===== config.mk =====
export PLATFORM = sky130hd
export DESIGN_NAME = pavana_lfsr16
export DESIGN_NICKNAME = d
export VERILOG_FILES = /design/src/rtl/pavana_xbar_pkg.sv /design/src/rtl/pavana_lfsr16.sv
export SDC_FILE = /design/constraint.sdc
export NUM_CORES = 1
export LEC_CHECK = 0
export ABC_AREA = 1
export CAP_MARGIN = 0
export CORE_MARGIN = 5
export CORE_UTILIZATION = 43
export CTS_CLUSTER_DIAMETER = 50
export DETAILED_ROUTE_END_ITERATION = 12
export GPL_ROUTABILITY_DRIVEN = 0
export GPL_TIMING_DRIVEN = 0
export PLACE_DENSITY_LB_ADDON = 0.25
export RECOVER_POWER = 50
export SLEW_MARGIN = 20
export SYNTH_ARGS = -nofsm -noshare
export SYNTH_HDL_FRONTEND = slang
export SYNTH_SLANG_ARGS = --single-unit

===== constraint.sdc =====
create_clock -name i_clk -period 2.2 [get_ports i_clk]
set_input_delay 0.22 -clock i_clk [delete_from_list [all_inputs] [get_ports i_clk]]
set_output_delay 0.22 -clock i_clk [all_outputs]
set_load 0.01 [all_outputs]

===== src/rtl/pavana_xbar_pkg.sv =====
// Shared definitions for the pavana_xbar slave-side models: command encodings,
// the LFSR feedback polynomial and small helper functions.
package pavana_xbar_pkg;

    localparam logic CMD_RD = 1'b0;
    localparam logic CMD_WR = 1'b1;

    // Galois right-shift taps for x^16 + x^14 + x^13 + x^11 + 1
    localparam logic [15:0] LFSR_POLY = 16'hB400;

    function automatic logic [15:0] lfsr_next(input logic [15:0] state);
        return {1'b0, state[15:1]} ^ (state[0] ? LFSR_POLY : 16'h0000);
    endfunction

    function automatic logic [31:0] mem_pattern(input logic [31:0] slave_id,
                                                input logic [31:0] word_idx);
        return (slave_id << 30) + (word_idx << 2);
    endfunction

endpackage


===== src/rtl/pavana_lfsr16.sv =====
// 16-bit Galois LFSR; a zero seed is replaced by 1 so the register never locks up.
module pavana_lfsr16
    import pavana_xbar_pkg::*;
(
    input  logic        i_clk,
    input  logic        i_rst,
    input  logic        i_en,
    input  logic [15:0] i_seed,
    output logic [15:0] o_state
);

    logic [15:0] r_state;

    // State register: reload on reset, advance when enabled.
    always_ff @(posedge i_clk) begin
        if (i_rst) begin
            r_state <= (i_seed == 16'h0000) ? 16'h0001 : i_seed;
        end else if (i_en) begin
            r_state <= lfsr_next(r_state);
        end else begin
            r_state <= r_state;
        end
    end

    assign o_state = r_state;

endmodule


# After elaboration in Yosys (flattened, before gate mapping)
# Cells that the tools add are included.
totals:
  regBits: 16
  input_bits: 19
  output_inout_bits: 16
op_classes:
  muxes: 4
  n_bitwise: 1
  n_reduce_logical: 2
ops:
  columns: ["operator", "count"]
  rows:
  - ["$mux 16", 4]
  - ["$logic_not 16->1", 1]
  - ["$xor 15x16->16", 1]
  - ["$reduce_bool 2->1", 1]

# Longest topological paths before layout
logic_depth:
  depth_word: 4
  mapped_depth: 5

# Least setup slack after synthesis
# OpenSTA, ideal clock, no wires.
synth_path:
  kind: "input to register"
  start: "input port i_rst"
  end: "register r_state[0], in the netlist o_state[0], enable pin"
  arrival_time_ns: 0.752
  slack_ns: 1.075
  path_stages: 2
  cell_sequence: "buf_6 or2_1"
synth_between:
  elab_chain_cells: 1
synth_rtl:
  columns: ["element", "line_no", "text"]
  rows:
  - ["start, declared", "pavana_lfsr16.sv:6", "input logic i_rst,"]
  - ["$reduce_bool 2->1 (no source line)", null, null]
  - ["end signal, assigned", "pavana_lfsr16.sv:17", "r_state <= (i_seed == 16'h0000) ? 16'h0001 : i_seed;"]
  - ["end signal, assigned", "pavana_lfsr16.sv:19", "r_state <= lfsr_next(r_state);"]
  - ["end signal, assigned", "pavana_lfsr16.sv:21", "r_state <= r_state;"]
  - ["end, declared", "pavana_lfsr16.sv:12", "logic [15:0] r_state;"]
# No other way between the ends.
# A chain may end at the register's enable or synchronous reset.

# Worst setup path after layout
layout_path:
  start: "input port i_rst"
  end: "register r_state[6], in the netlist o_state[6], enable pin"
# The elaborated chain is that of the path after synthesis.

==> results.toml <==
[outcome]
status = "complete, no violations"

[floorplanning]
design.die.area_um2 = 2760
dieHeight_um = 52.6
num_rows = 15
die-width_um = 52.6
core_um2 = 1730
initial_core_util_pct = 45.1
io_pins = 35

[timing]
timing.final.crit_share_pct = 72.1
fmax_ghz = 0.631
grt_setup_unrepaired = "false"
slew_headroom_pct = 54.3
finalWorstSetupSlack_ns = 0.615
skew_ns = 0.000696
final_max_slew_viol_count = 0
finalCriticalPeriod_ns = 1.59
hold_viol = 0
tightest_slew_ns = 0.685
final.setup.tns_ns = 0
finalSetupViolations = 0

[global_routing]
grt-ovfl-total = 0
grt_usage_pct = 13.9
grt_pass1_wl_um = 2730
grt_pass1_vias = 654
grt_max_degree = 17
antenna_found_initial = 0

[critical_path]
path_cells = "dlygate4sd3_1, buf_6, or2_1"
reg2reg_to = "o_state[10]"
endpoint_kind = "register"
crit_fanout = 16
worstReg2RegStart = "o_state[0]"
cp.required_ns = 2.12
slowest_stage = "dlygate4sd3_1"
rr_worst_depth = 2
r2r_setup_slack_ns = 1.17
critPathMaxStageDelay_ns = 0.57
criticalPathCategory = "in2reg"
cp.arrival_ns = 1.51
startpoint_type = "input port"

[synthesis]
syn_inst = 84
async_flop_share_pct = 0
yosysMostFrequentCell = "nand2_1"
synth_top_area_cell = "edfxtp_1"
yosysSeqAreaShare_pct = 61.6
syn_area_per_cell_um2 = 9.28
synth_cell_type_count = 10
synth_edf_count = 16
synth_warnings = 0
synthFlopType = "edfxtp_1"
synth_nets = 103
ys_ff_latch = 16
netlist.area_leader.share_pct = 61.6
synth_common_cells = "nand2_1 (44), edfxtp_1 (16), nor2_1 (12)"
syn-cell-area_um2 = 779
synth_area_leaders = "edfxtp_1 (62%), nand2_1 (21%), nor2_1 (5.8%)"

[power]
p_clk_share_pct = 21.5
comb_power_share_pct = 23.9
p_sw_share_pct = 25.4
leakage_nw = 0.488
power_frac_seq_pct = 54.6
peakVddDrop_v = 0.000357
p_int_uw = 543
switching_power_uw = 185
powerDensity_nw_per_um2 = 619

[finish]
fillers = 151
nets = 142
post_route_cells_drive_above_1_share_pct = 6.56
syn_to_final_growth_pct = 50.9
final_util_pct = 68.1
largest_reg_flops = 16
antennaDiodeCount = 0

[clock_network]
hold_buffers = 0
cts_setup_buffers = 0
cts_tree = "built"
cts_sinks = 16
clockBufferDepth = 2
cts_made_buffers = 3
insertion_delay_ns = 0.28
htree_levels = 1
cts-root-buf = "clkbuf_4"
cts.clk_slew.worst_paths_ns = 0.09
cts_resized = 0

[routing]
num_vias = 667
drcViolationCount = 0
ant_nets = 0
wl_um = 1740
wire_per_inst_um = 11.8
drt-initial-drc-count = 9
first_pass_iters = 4
viasPerCell = 4.54

[worst_hold_path]
holdPathStages = 2
hold_path.class = "reg2reg"
hold_end = "o_state[8]"
hp-start = "o_state[9]"

[placed_design]
io_buffers = 34
place_hpwl_um = 1330
pre_cts_slack_ns = 0.350

[job]
drv_cap = 0
-- layout by cell type, fill, tap and decap left out --
master / synthesis / routed
clkbuf_4: 0 / 3
a21oi_1: 1 / 1
dlygate4sd3_1: 0 / 9
nand2_1: 44 / 44
edfxtp_1: 16 / 16
nor2_1: 12 / 12
clkdlybuf4s50_1: 0 / 25
clkbuf_1: 0 / 1
clkinv_1: 0 / 1
or2_1: 1 / 1
buf_6: 1 / 1
inv_1: 0 / 1
o21ai_2: 3 / 3
xnor2_1: 3 / 3
buf_2: 2 / 1
-- metrics by stage --
stage	hold WS (ns)	area [um2]	cells	power, mW
final	0.544	1180	147	0.728
after global placement	0.526	1150	143	0.583
after detailed placement	0.533	1150	143	0.588
after CTS	0.557	1180	147	0.745
after global routing	0.578	1180	147	0.769
after floorplan	0.401	779	84	0.475
-- per-layer routing --
layer,vias to the layer above,routed length (um),part of all wire [%],GRT usage [%]
met1,303,759,44,17.0
met2,16,870,50,22.7
li1,346,-,-,-
met3,2,86,5.0,2.56
met4,0,21,1.2,7.66
met5,-,0,0,0
-- final cells by class --
class	count	area [um2]	share of cell area (%)
flip-flops and latches	16	480	40.9
repair buffers	34	340	28.9
multi-input cells	64	274	23.3
well taps	25	31.3	2.66
clock buffers	3	22.5	1.91
plain buffers	3	20.0	1.70
clock inverters	1	3.75	0.319
inverters	1	3.75	0.319
-- worst max-delay path: cells and delay by family --
kind          cells  cell delay, ns
buf+inv           2            0.72
simple gates      1            0.56
-- kinds of logic after synthesis --
family | Yosys count | share of synthesized area (%)
DFF | 16 | 61.6
AOI/OAI and AO/OA | 4 | 4.01
and+or+nand+nor | 57 | 27.8
xor gates and xnor gates | 3 | 3.37
buffers and inverters | 4 | 3.21
-- power groups by stage --
stage	Clock (mW)	Sequential [mW]	Combinational, mW
floorplan	0	0.419	0.0557
global placement	0	0.404	0.179
detailed placement	0	0.406	0.183
CTS	0.163	0.399	0.183
global route	0.178	0.403	0.188
finish	0.157	0.397	0.174
-- worst max path at each step --
stage | start | end | slack (ns) | cells after the start
after floorplan | i_rst | o_state[0] | 1.08 | 2
after global placement | i_rst | o_state[6] | 0.36 | 3
after global routing | i_rst | o_state[0] | 0.52 | 3
final | i_rst | o_state[6] | 0.61 | 3
after CTS | o_state[0] | o_state[0] | 0.62 | 1
after detailed placement | i_rst | o_state[6] | 0.35 | 3
(Power assumes the default switching activity.)
